==> config.mk <==
export PLATFORM = sky130hd
export DESIGN_NAME = ps2_host_tx
export DESIGN_NICKNAME = d
export VERILOG_FILES = /design/src/rtl/ps2_pkg.sv /design/src/rtl/ps2_line_sync.sv /design/src/rtl/ps2_host_tx.sv
export SDC_FILE = /design/constraint.sdc
export NUM_CORES = 1
export LEC_CHECK = 0
export CAP_MARGIN = 20
export CORE_UTILIZATION = 38
export CTS_CLUSTER_DIAMETER = 200
export CTS_CLUSTER_SIZE = 16
export DETAILED_ROUTE_END_ITERATION = 10
export PLACE_DENSITY = 0.6
export SLEW_MARGIN = 25
export SYNTH_ARGS = -nofsm -noshare
export SYNTH_HDL_FRONTEND = slang
export SYNTH_SLANG_ARGS = --single-unit
export TNS_END_PERCENT = 1
==> constraint.sdc <==
create_clock -name clk -period 8.1 [get_ports clk]
set_input_delay 0.81 -clock clk [delete_from_list [all_inputs] [get_ports clk]]
set_output_delay 0.81 -clock clk [all_outputs]
set_load 0.02 [all_outputs]
==> src/rtl/ps2_pkg.sv <==
// Shared types and constants for the PS/2 host transmit path.
package ps2_pkg;

    typedef enum logic [2:0] {
        IDLE,
        INHIBIT,
        RTS,
        SEND,
        ACK,
        WAIT_IDLE,
        DONE,
        ERR
    } ps2_tx_state_e;

    localparam logic [7:0] CMD_SET_LEDS  = 8'hED;
    localparam logic [7:0] CMD_RESET     = 8'hFF;
    localparam logic [7:0] CMD_ENABLE    = 8'hF4;
    localparam logic [7:0] RESP_ACK      = 8'hFA;
    localparam int         FRAME_TX_BITS = 10;

    // Bits shifted out after the start bit, LSB first: data, odd parity, stop.
    function automatic logic [FRAME_TX_BITS-1:0] ps2_tx_frame(input logic [7:0] data);
        return {1'b1, ~^data, data};
    endfunction

endpackage

==> src/rtl/ps2_line_sync.sv <==
// Synchronizer, glitch filter and falling-edge detector for one PS/2 line.
// The filtered level only changes after FILTER_LEN consecutive synchronized
// samples disagree with it, so line change to fall pulse is 2 + FILTER_LEN cycles.
module ps2_line_sync #(
    parameter int FILTER_LEN = 4
) (
    input  logic clk,
    input  logic rst,
    input  logic line_in,
    output logic filt_out,
    output logic fall
);

    localparam int CNT_W = (FILTER_LEN > 1) ? $clog2(FILTER_LEN) : 1;

    logic             sync1_q, sync1_d;
    logic             sync2_q, sync2_d;
    logic             filt_q, filt_d;
    logic             fall_q, fall_d;
    logic [CNT_W-1:0] cnt_q, cnt_d;

    // Count how long the synchronized sample has disagreed with the filtered level.
    always_comb begin
        sync1_d = line_in;
        sync2_d = sync1_q;
        filt_d  = filt_q;
        fall_d  = 1'b0;
        cnt_d   = '0;
        if (sync2_q != filt_q) begin
            if (cnt_q == CNT_W'(FILTER_LEN - 1)) begin
                filt_d = sync2_q;
                fall_d = ~sync2_q;
            end else begin
                cnt_d = cnt_q + CNT_W'(1);
            end
        end
    end

    // Idle bus is high, so everything resets to 1 except the counter and pulse.
    always_ff @(posedge clk) begin
        if (rst) begin
            sync1_q <= 1'b1;
            sync2_q <= 1'b1;
            filt_q  <= 1'b1;
            fall_q  <= 1'b0;
            cnt_q   <= '0;
        end else begin
            sync1_q <= sync1_d;
            sync2_q <= sync2_d;
            filt_q  <= filt_d;
            fall_q  <= fall_d;
            cnt_q   <= cnt_d;
        end
    end

    assign filt_out = filt_q;
    assign fall     = fall_q;

endmodule

==> src/rtl/ps2_host_tx.sv <==
// PS/2 host-to-device transmitter: inhibit, request-to-send, device-clocked
// shifting of data/parity/stop and capture of the device acknowledge bit.
module ps2_host_tx
    import ps2_pkg::*;
#(
    parameter int INHIBIT_CYCLES     = 5000,
    parameter int FIRST_EDGE_TIMEOUT = 750000,
    parameter int BIT_TIMEOUT        = 10000,
    parameter int FILTER_LEN         = 4
) (
    input  logic       clk,
    input  logic       rst,
    input  logic       ps2_clk_in,
    input  logic       ps2_data_in,
    output logic       ps2_clk_oe,
    output logic       ps2_data_oe,
    input  logic [7:0] tx_data,
    input  logic       tx_valid,
    output logic       tx_ready,
    output logic       busy,
    output logic       done,
    output logic       ack_ok,
    output logic       err
);

    localparam int TMR_MAX_A = (INHIBIT_CYCLES > BIT_TIMEOUT) ? INHIBIT_CYCLES : BIT_TIMEOUT;
    localparam int TMR_MAX   = (TMR_MAX_A > FIRST_EDGE_TIMEOUT) ? TMR_MAX_A : FIRST_EDGE_TIMEOUT;
    localparam int TMR_W     = $clog2(TMR_MAX + 1);
    localparam int BIT_CNT_W = $clog2(FRAME_TX_BITS + 1);

    ps2_tx_state_e                state_q, state_d;
    logic [TMR_W-1:0]             timer_q, timer_d;
    logic [BIT_CNT_W-1:0]         bit_cnt_q, bit_cnt_d;
    logic [FRAME_TX_BITS-1:0]     shift_q, shift_d;
    logic                         data_oe_q, data_oe_d;
    logic                         ack_flag_q, ack_flag_d;
    logic                         data_s1_q, data_s1_d;
    logic                         data_s2_q, data_s2_d;

    logic                         clk_filt;
    logic                         clk_fall;
    logic [TMR_W-1:0]             timer_inc;
    logic [TMR_W-1:0]             limit_m1;
    logic                         expired;

    ps2_line_sync #(
        .FILTER_LEN (FILTER_LEN)
    ) u_clk_sync (
        .clk      (clk),
        .rst      (rst),
        .line_in  (ps2_clk_in),
        .filt_out (clk_filt),
        .fall     (clk_fall)
    );

    // Saturating timer; the limit switches to the long first-edge window until the first fall.
    always_comb begin
        timer_inc = (timer_q == {TMR_W{1'b1}}) ? timer_q : timer_q + TMR_W'(1);
        limit_m1  = (state_q == SEND && bit_cnt_q == '0) ? TMR_W'(FIRST_EDGE_TIMEOUT - 1)
                                                         : TMR_W'(BIT_TIMEOUT - 1);
        expired   = (timer_q >= limit_m1);
    end

    // Next-state, datapath and output decode for the transmit FSM.
    always_comb begin
        state_d     = state_q;
        timer_d     = timer_inc;
        bit_cnt_d   = bit_cnt_q;
        shift_d     = shift_q;
        data_oe_d   = data_oe_q;
        ack_flag_d  = ack_flag_q;
        data_s1_d   = ps2_data_in;
        data_s2_d   = data_s1_q;
        ps2_clk_oe  = 1'b0;
        ps2_data_oe = 1'b0;
        tx_ready    = 1'b0;
        busy        = 1'b1;
        done        = 1'b0;
        ack_ok      = 1'b0;
        err         = 1'b0;

        case (state_q)
            IDLE: begin
                tx_ready  = 1'b1;
                busy      = 1'b0;
                timer_d   = '0;
                bit_cnt_d = '0;
                data_oe_d = 1'b0;
                if (tx_valid) begin
                    shift_d = ps2_tx_frame(tx_data);
                    state_d = INHIBIT;
                end
            end
            INHIBIT: begin
                ps2_clk_oe = 1'b1;
                if (timer_q >= TMR_W'(INHIBIT_CYCLES - 1)) begin
                    timer_d = '0;
                    state_d = RTS;
                end
            end
            RTS: begin
                // Start bit goes low while the clock is still held, then the clock is released.
                ps2_clk_oe  = 1'b1;
                ps2_data_oe = 1'b1;
                timer_d     = '0;
                bit_cnt_d   = '0;
                data_oe_d   = 1'b1;
                state_d     = SEND;
            end
            SEND: begin
                ps2_data_oe = data_oe_q;
                if (clk_fall) begin
                    timer_d   = '0;
                    data_oe_d = ~shift_q[bit_cnt_q];
                    bit_cnt_d = bit_cnt_q + BIT_CNT_W'(1);
                    if (bit_cnt_q == BIT_CNT_W'(FRAME_TX_BITS - 1)) begin
                        state_d = ACK;
                    end
                end else if (expired) begin
                    state_d = ERR;
                end
            end
            ACK: begin
                data_oe_d = 1'b0;
                if (clk_fall) begin
                    ack_flag_d = ~data_s2_q;
                    timer_d    = '0;
                    state_d    = WAIT_IDLE;
                end else if (expired) begin
                    state_d = ERR;
                end
            end
            WAIT_IDLE: begin
                if (clk_filt && data_s2_q) begin
                    state_d = DONE;
                end else if (expired) begin
                    state_d = ERR;
                end
            end
            DONE: begin
                done      = 1'b1;
                ack_ok    = ack_flag_q;
                err       = ~ack_flag_q;
                data_oe_d = 1'b0;
                state_d   = IDLE;
            end
            ERR: begin
                done      = 1'b1;
                err       = 1'b1;
                data_oe_d = 1'b0;
                state_d   = IDLE;
            end
            default: begin
                state_d = IDLE;
            end
        endcase
    end

    // State and datapath registers; reset lands in IDLE with both lines released.
    always_ff @(posedge clk) begin
        if (rst) begin
            state_q    <= IDLE;
            timer_q    <= '0;
            bit_cnt_q  <= '0;
            shift_q    <= '0;
            data_oe_q  <= 1'b0;
            ack_flag_q <= 1'b0;
            data_s1_q  <= 1'b1;
            data_s2_q  <= 1'b1;
        end else begin
            state_q    <= state_d;
            timer_q    <= timer_d;
            bit_cnt_q  <= bit_cnt_d;
            shift_q    <= shift_d;
            data_oe_q  <= data_oe_d;
            ack_flag_q <= ack_flag_d;
            data_s1_q  <= data_s1_d;
            data_s2_q  <= data_s2_d;
        end
    end

endmodule

* Word-level counts from Yosys, hierarchy flattened
Cells that the tools add are included.
** Storage, ports and cells
- ROM bits :: 0
- Input port bits :: 13
- Register bits after elaboration :: 47
- RAM bits :: 0
- Memories :: 0
- Bits in latches :: 0
** Cells by class
- Add/sub/neg operators :: 3
- Bitwise logic cells :: 6
- Shift-type cells :: 0
- $mul :: 0
- Equal/unequal tests :: 15
- Mux-type cells :: 26
- Div/mod/pow operators :: 0
- Reduce and logical (&&, ||, !) cells :: 20
- Magnitude comparators :: 3
** Operator list (count)
- $mux 20 :: 4
- $pmux 20 s3 :: 1
- $mux 3 :: 7
- $pmux 3 s7 :: 1
- $add 20x1->20 const B :: 1
- $eq 20x20->1 const B :: 1
- $ge 20x13->1 const B :: 1
- $ge 20x20->1 :: 1
- $eq 3x3->1 const B :: 4
- $reduce_and 2->1 :: 5
- $pmux 4 s2 :: 1
- $reduce_or 2->1 :: 4
- $reduce_xnor 8->1 :: 1
- $mux 1 :: 7
- $eq 3x2->1 const B :: 2
- $not 1->1 :: 6
- $reduce_or 3->1 :: 2
- $lt 4x5->1 const B :: 1
- $add 4x1->4 const B :: 1
- $bmux 1 s4 :: 1
- $eq 4x4->1 const B :: 1
- $logic_not 4->1 :: 1
- $mux 4 :: 1
- $ne 2x2->1 const B :: 2
- 14 further kinds :: 16

* Logic depth before layout (Yosys ltp)
Gate-level depths: netlist of run 1.
- Depth after elaboration :: 7
- Mapped depth :: 11
- Gate-level depth less buffers :: 10

* Modules after synthesis
A second synthesis of run 1 with hierarchy kept.
** Unflattened totals
- Cell total of the unflattened synthesis :: 322
- Area total of the unflattened synthesis :: 2743.9 µm²
** By module, submodules not included
- ps2_host_tx :: area an instance 2539.9 µm², sequential area each 820.8 µm², cells each 307, times used 1
- ps2_line_sync :: area an instance 203.9 µm², sequential area each 120.1 µm², cells each 15, times used 1

* Worst setup path after synthesis of run 1
OpenSTA, ideal clock, no wires.
- Path type :: register to register
- Start :: reg state_q[0]
- End :: reg state_q[1]
- Arrival time :: 2.529 ns
- Setup time :: 0.140 ns
- Setup slack :: 5.431 ns
- Period minus slack after synthesis :: 2.669 ns
- Stages on the path, launching flop included :: 11
- Data required time :: 7.960 ns
- Cell sequence :: dfxtp_1 > buf_1 > inv_1 > nor3_1 > nand3_1 > inv_1 > ha_1 > a211o_1 > o311a_1 > o21ai_0 > a221oi_1
** On the way
- Longest elaborated chain between the ends :: 7
- Elaborated cells on any way between the ends :: 21
- Classes of those cells :: order compare (1); eq/ne (10); mux (6); reduce/logical (4)
** RTL lines
- start, declared :: RTL line ps2_host_tx.sv:31 : ps2_tx_state_e state_q, state_d;
- start signal, assigned :: RTL line ps2_host_tx.sv:171 : state_q <= state_d;
- $eq 3x2->1 :: RTL line ps2_host_tx.sv:59, ps2_host_tx.sv:82
- $logic_and 1x1->1 :: RTL line ps2_host_tx.sv:59 : limit_m1 = (state_q == SEND && bit_cnt_q == '0) ? TMR_W'(FIRST_EDGE_TIMEOUT - 1)
- $mux 20 :: RTL line ps2_host_tx.sv:59
- $ge 20x20->1 :: RTL line ps2_host_tx.sv:61 : expired = (timer_q >= limit_m1);
- $mux 3
- $mux 3, on equally long branches
- $pmux 3 s7 :: RTL line ps2_host_tx.sv:82 : case (state_q)
Several ways; a longest one is shown, not always the timed one.
A chain may end at the register's enable or synchronous reset.

* Final worst setup path of run 1
Same ends and word-level chain as after synthesis.

==> results of run 1 <==
[registers in the layout, summed over array words and instances, names as in the netlist]
register	cells
ack_flag_q	1
data_oe_q	1
state_q	3
data_s1_q	1
timer_q	20
data_s2_q	1
u_clk_sync.sync2_q	1
u_clk_sync.sync1_q	1
bit_cnt_q	4
u_clk_sync.fall	1
u_clk_sync.filt_out	1
u_clk_sync.cnt_q	2
shift_q	10
[kinds of logic (layout without fill, tap and decap cells)]
| kind of cell | after synthesis | count (layout) |
|---|---|---|
| AND/OR/NAND/NOR | 126 | 126 |
| multiplexers | 6 | 6 |
| AO/OA/AOI/OAI | 63 | 63 |
| buffers and inverters | 28 | 41 |
| XOR/XNOR | 25 | 25 |
| adder cells (fa/ha/maj) | 14 | 14 |
| flip-flops | 47 | 47 |
[area by class of cell]
type,count,area share
inverter,14,0.01784
clock inverter,2,0.02039
timing repair buffer,19,0.06457
tap,77,0.03271
multi-input combinational,234,0.5204
clock buffer,6,0.02464
sequential,47,0.3195
[per-stage QoR]
step | utilization | hold WS (ps) | cell area, um2 | instances | power [mW]
floorplan | - | 389.5 | 2587 | 309 | 0.2868
global placement | 0.4345 | 391.7 | 2806 | 391 | 0.3053
detailed placement | 0.4345 | 396.3 | 2806 | 391 | 0.3062
CTS | 0.4551 | 418.2 | 2939 | 399 | 0.5109
global route | 0.4560 | 438.4 | 2945 | 399 | 0.5301
finish | 0.4560 | 415.0 | 2945 | 399 | 0.5043
[worst paths after layout]
kind / startpoint / slack (ps) / end
max: state_q[0] / 5000 / state_q[1]
max reg2reg: state_q[0] / 5000 / state_q[1]
min reg2reg: data_s1_q / 420 / data_s2_q
min: data_s1_q / 420 / data_s2_q
[where the power goes]
part           switching (mW)  total, mW  internal (mW)
Combinational          0.0294     0.0558         0.0264
Sequential            0.00599      0.244          0.238
Clock                  0.0810      0.204          0.123
Total                   0.116      0.504          0.388
[layout by cell type (no fill, tap or decap), drive strengths merged, types with 2 or more instances in the layout]
cell type	Yosys	layout
a211oi	10	10
bufinv	0	2
mux2i	4	4
a311oi	2	2
inv	14	14
nor2b	2	2
o21bai	2	2
clkbuf	6	6
or3	2	2
xor2	3	3
xnor2	22	22
nor4	2	2
a211o	5	5
nand4b	2	2
o21ai	3	3
nand2	37	37
nor2	37	37
or2	4	4
nor3b	2	2
a21oi	27	27
clkdlybuf4s50	0	19
a21boi	2	2
dfxtp	47	47
and3	3	3
a31oi	4	4
ha	14	14
mux4	2	2
nor4b	2	2
nand4	6	6
nand3	11	11
nor3	11	11
[worst max-delay path, delay by kind of cell (launching register included)]
family          cells  cell delay (ps)
compound gates      4             1120
flops               1              600
buf+inv             2              340
fa+ha+maj           1              250
simple gates        2              640
[layer usage]
metal  wire [um]  GRT usage  vias to the layer above
li1            -          -                     1115
met1        2541     0.2028                      995
met2        2427     0.2572                       32
met3         157    0.03343                        5
met4          53    0.04777                        0
met5           0          0                        -
==> out/results.txt, run 1 <==
Largest family of logic cells by synthesized area = simple AND/OR/NAND/NOR gates
Crit. End Element = flip-flop
Via count = 2,147
Total setup buffers inserted after CTS = 0
WHS Path Cells = 1
Crit-path cells = inv_1, nor3_1, nand3_1, inv_1, ha_1, a211o_1, o311a_1, o21ai_0, a221oi_1
Synth Area in XOR/XNOR = 0.08462
Max-cap violations = 0
Layout cells sized above 1 = 0.05590
Initial DRC Count = 142
Crit path DAT = 3240 ps
Worst hold path class = flip-flop to flip-flop
Pre-antenna DRT Iters = 4
Area leader, netlist = dfxtp_1
Die span in x = 84.52 um
Area growth from synthesis to layout = 13.83%
Reg2Reg Depth = 9
# setup viols final = 0
Global-route usage over all layers = 0.1553
Cell mode on critical path = inv_1
Setup tns final = 0 ps
Die ar. = 0.007143 mm2
Number of routed nets with antenna violations = 0
Ranking of synthesized cells by area = dfxtp_1, xnor2_1, ha_1
CTS tree = built
Hold_buf cts = 0
Overflow after GRT = 0
EDFF count, synth = 0
Resize count post-CTS = 0
Sequential area share after synthesis = 0.3636
Longest Clk Path Bufs = 2
Dominant synthesized flop cell = dfxtp_1
Slew margin rel. = 0.3981
I/O Pins = 20
Area share of the largest cell type after synthesis = 0.3636
Layout Nets = 348
Synth cell count leaders = dfxtp_1, nand2_1, nor2_1, a21oi_1, xnor2_1
DRC errors left = 0
Worst vdd ir = 0.09085 mV
Row Count = 29
RSZ-0062 raised after global routing = false
Largest net degree at the start of global routing = 27
Depth of the CTS H-tree = 2
Setup CP Type = flip-flop to flip-flop
Setup WS post-layout = 4996 ps
Dpl hpwl = 3673 um
Fill count = 640
Dominant cell by count in the synthesized netlist = dfxtp_1
Crit share post-route = 0.3832
Max Clk Rate = 0.3222 GHz
Min cycle time layout = 3104 ps
Synth cell types = 51
Synth Area in Compound Gates = 0.1596
Syn. warnings = 0
Initial Utilization = 0.4006
Worst-path fanout max = 14
Synth async-reset ratio = 0
Register area = 940.9 um2
Post-Syn Instances = 309
Die Height = 84.52 um
Adder-Cell Fraction of Synth Area = 0.06770
Clk slew on worst S/H paths = 90 ps
Clock Root Buffer = clkbuf_8
Post-synthesis mux area share = 0.03578
Port Buffers = 19
Startpoint types = flip-flop
Vias per cell = 5.381
P_leak = 1.083 nW
Worst Tran Pin Value = 900.1 ps
Routability cong. = 0.8974
Syn_area_per_cell = 8.374 um2
Post-Synth Simple-Gate Area = 0.2408
Initial antenna violation count = 0
Routed len/inst = 12.98 um
Power Density = 171.2 mW/mm2
Post-Route WL = 5178 um
Area occupied by multi-input gates = 0.001533 mm2
Core area = 0.006459 mm2
Vias in the first global route = 1,994
Clk_lat worst skew = 300 ps
Slowest CP cell = dfxtp_1
Req. time, crit path = 8240 ps
Place WS = 5018 ps
Post-synthesis register bit count = 47
Endpoints failing hold = 0
Status = complete, no violations
Mapped Area = 0.002587 mm2
Layout Skew = 12.05 ps
ANT cells = 0
Max-slew violation count = 0
CTS sink count = 47
CP max stage delay = 600 ps
CTS Buf Count = 5
First-pass GRT wire length = 9114 um
Syn nets = 336
No activity file was read; power rests on OpenSTA's default activity.
==> inputs of run 2 (changes only) <==
--- a/config.mk
+++ b/config.mk
@@ -10,7 +10,7 @@
 export CTS_CLUSTER_DIAMETER = 200
 export CTS_CLUSTER_SIZE = 16
 export DETAILED_ROUTE_END_ITERATION = 10
-export PLACE_DENSITY = 0.6
+export PLACE_DENSITY = 0.62
 export SLEW_MARGIN = 25
 export SYNTH_ARGS = -nofsm -noshare
 export SYNTH_HDL_FRONTEND = slang
==> constraint.sdc (replaced) <==
create_clock -name clk -period 2.6 [get_ports clk]
set_input_delay 0.26 -clock clk [delete_from_list [all_inputs] [get_ports clk]]
set_output_delay 0.26 -clock clk [all_outputs]
set_load 0.02 [all_outputs]
==> run 2 against run 1 <==
Against the previous run:
- utilization up 1.3 points
- global-route usage up 1.2 points
- count of clock-buffer cells in the layout unchanged
- die area unchanged
- register-to-register slack worse by 4700 ps
- first-iteration DRC count down 41%
- final cell count up 2.8%
- sequential share of layout area down 0.87 points
- sequential cell count unchanged
- critical path type unchanged
- largest cell class unchanged
==> out/results.txt, run 2 (synthesized netlist as in run 1, its figures left out) <==
Final Power = 1.584 mW
ANT cells = 0
Critical Path Source = state_q[1]
Most frequent cells in the layout = dfxtp_1, nand2_1, nor2_1
Commonest non-fill, non-tap cell in the layout = dfxtp_1
Initial Utilization = 0.4006
Reg2Reg Depth = 9
Number of routed nets with antenna violations = 0
Flop2flop setup slack = 250 ps
Register area = 940.9 um2
Die span in x = 84.52 um
Via count = 2,197
Vias per cell = 5.359
Total setup buffers inserted after CTS = 0
Depth of the CTS H-tree = 2
First-pass GRT wire length = 9666 um
Slew margin rel. = 0.6359
Crit share post-route = 0.9047
Largest net degree at the start of global routing = 21
Port Buffers = 19
Routability cong. = 0.8031
Hold_buf cts = 0
P_leak = 1.125 nW
Layout Skew = 11.33 ps
Area growth from synthesis to layout = 17.02%
Crit path DAT = 2520 ps
Worst hold path class = flip-flop to flip-flop
Max reg flops = 20
Worst-path fanout max = 8
Worst vdd ir = 0.2555 mV
Largest Register = timer_q
Layout cells sized above 1 = 0.09009
Worst Tran Pin Value = 543.2 ps
Longest Clk Path Bufs = 2
Fill count = 630
# setup viols final = 0
Core area = 0.006459 mm2
Crit. End Element = flip-flop
CTS Buf Count = 5
Final core occ = 0.4688
Routed len/inst = 13.10 um
Max Clk Rate = 0.4251 GHz
Initial antenna violation count = 0
Vias in the first global route = 2,104
Power Density = 523.0 mW/mm2
Number of placed instances, taps included = 402
Global-route usage over all layers = 0.1673
Req. time, crit path = 2760 ps
Largest registers = timer_q (20), shift_q (10), bit_cnt_q (4)
HP Start = u_clk_sync.sync1_q
Pre-antenna DRT Iters = 4
Die ar. = 0.007143 mm2
Row Count = 29
CTS tree = built
Post-Layout Cell Count = 410
I/O Pins = 20
Clk_lat worst skew = 300 ps
Status = complete, no violations
Max-cap violations = 0
R2r endpoint = state_q[1]
Clk slew on worst S/H paths = 90 ps
Reg2reg start = state_q[1]
Initial DRC Count = 84
Die Height = 84.52 um
Dpl hpwl = 3862 um
Setup CP Type = flip-flop to flip-flop
Overflow after GRT = 0
Post-Route WL = 5371 um
CTS sink count = 47
Clock Root Buffer = clkbuf_8
DRC errors left = 0
Worst setup endpoint = state_q[1]
Startpoint types = flip-flop
RSZ-0062 raised after global routing = false
Layout Nets = 359
Area occupied by multi-input gates = 0.001533 mm2
Endpoints failing hold = 0
Min cycle time layout = 2352 ps
Max-slew violation count = 0
run 2: cell type report:
| type | instances | area share |
|---|---|---|
| multi-input combinational | 234 | 0.5062 |
| tap | 77 | 0.03182 |
| inverter | 14 | 0.01736 |
| sequential | 47 | 0.3107 |
| timing repair buffer | 30 | 0.09008 |
| clock buffer | 6 | 0.02397 |
| clock inverter | 2 | 0.01983 |
run 2: critical path, stage by stage, from the launching register on:
cell	delay, ps
dfxtp_1	340
inv_1	60
nor3_2	230
nand3_2	220
inv_1	130
ha_1	240
a211o_1	290
o311a_1	290
o21ai_1	270
a221oi_1	140
run 2: where the power goes:
part	switching [mW]	total [mW]	internal, mW
clock network	0.254	0.638	0.385
registers	0.0103	0.752	0.742
logic	0.102	0.193	0.0911
run 2: worst min path at each step:
stage	cells after the start	endpoint	slack [ps]
4_1_cts	1	u_clk_sync.sync2_q	420
6_report	1	u_clk_sync.sync2_q	420
3_3_place_gp	1	u_clk_sync.sync2_q	390
5_1_grt	1	u_clk_sync.sync2_q	430
3_5_place_dp	1	u_clk_sync.sync2_q	400
2_1_floorplan	1	data_s1_q	360
run 2: per-stage QoR:
step	TNS (ps)	worst slack (ps)	instance area, um2	hold WS, ps
after floorplan	0	81.08	2589	363.8
after global placement	0	74.45	2885	391.5
after detailed placement	-27.98	-27.98	2885	399.4
after CTS	0	18.12	3023	421.5
after global routing	0	62.07	3028	425.9
final	0	247.9	3028	416.2
run 2: timing repair:
action / CTS / global route
endpoints found under the hold margin: 0 / 0
pin swaps: 0 / 0
endpoints found under the setup margin: 2 / 3
resized for setup: 1 / 2
run 2: per-layer routing:
metal	part of all wire	up-vias	track usage	wire, um
met4	0.0067	0	0.05393	36
met5	0	-	0	0
met1	0.48	1022	0.2144	2558
met2	0.49	35	0.2801	2646
met3	0.024	2	0.03638	129
li1	-	1138	-	-
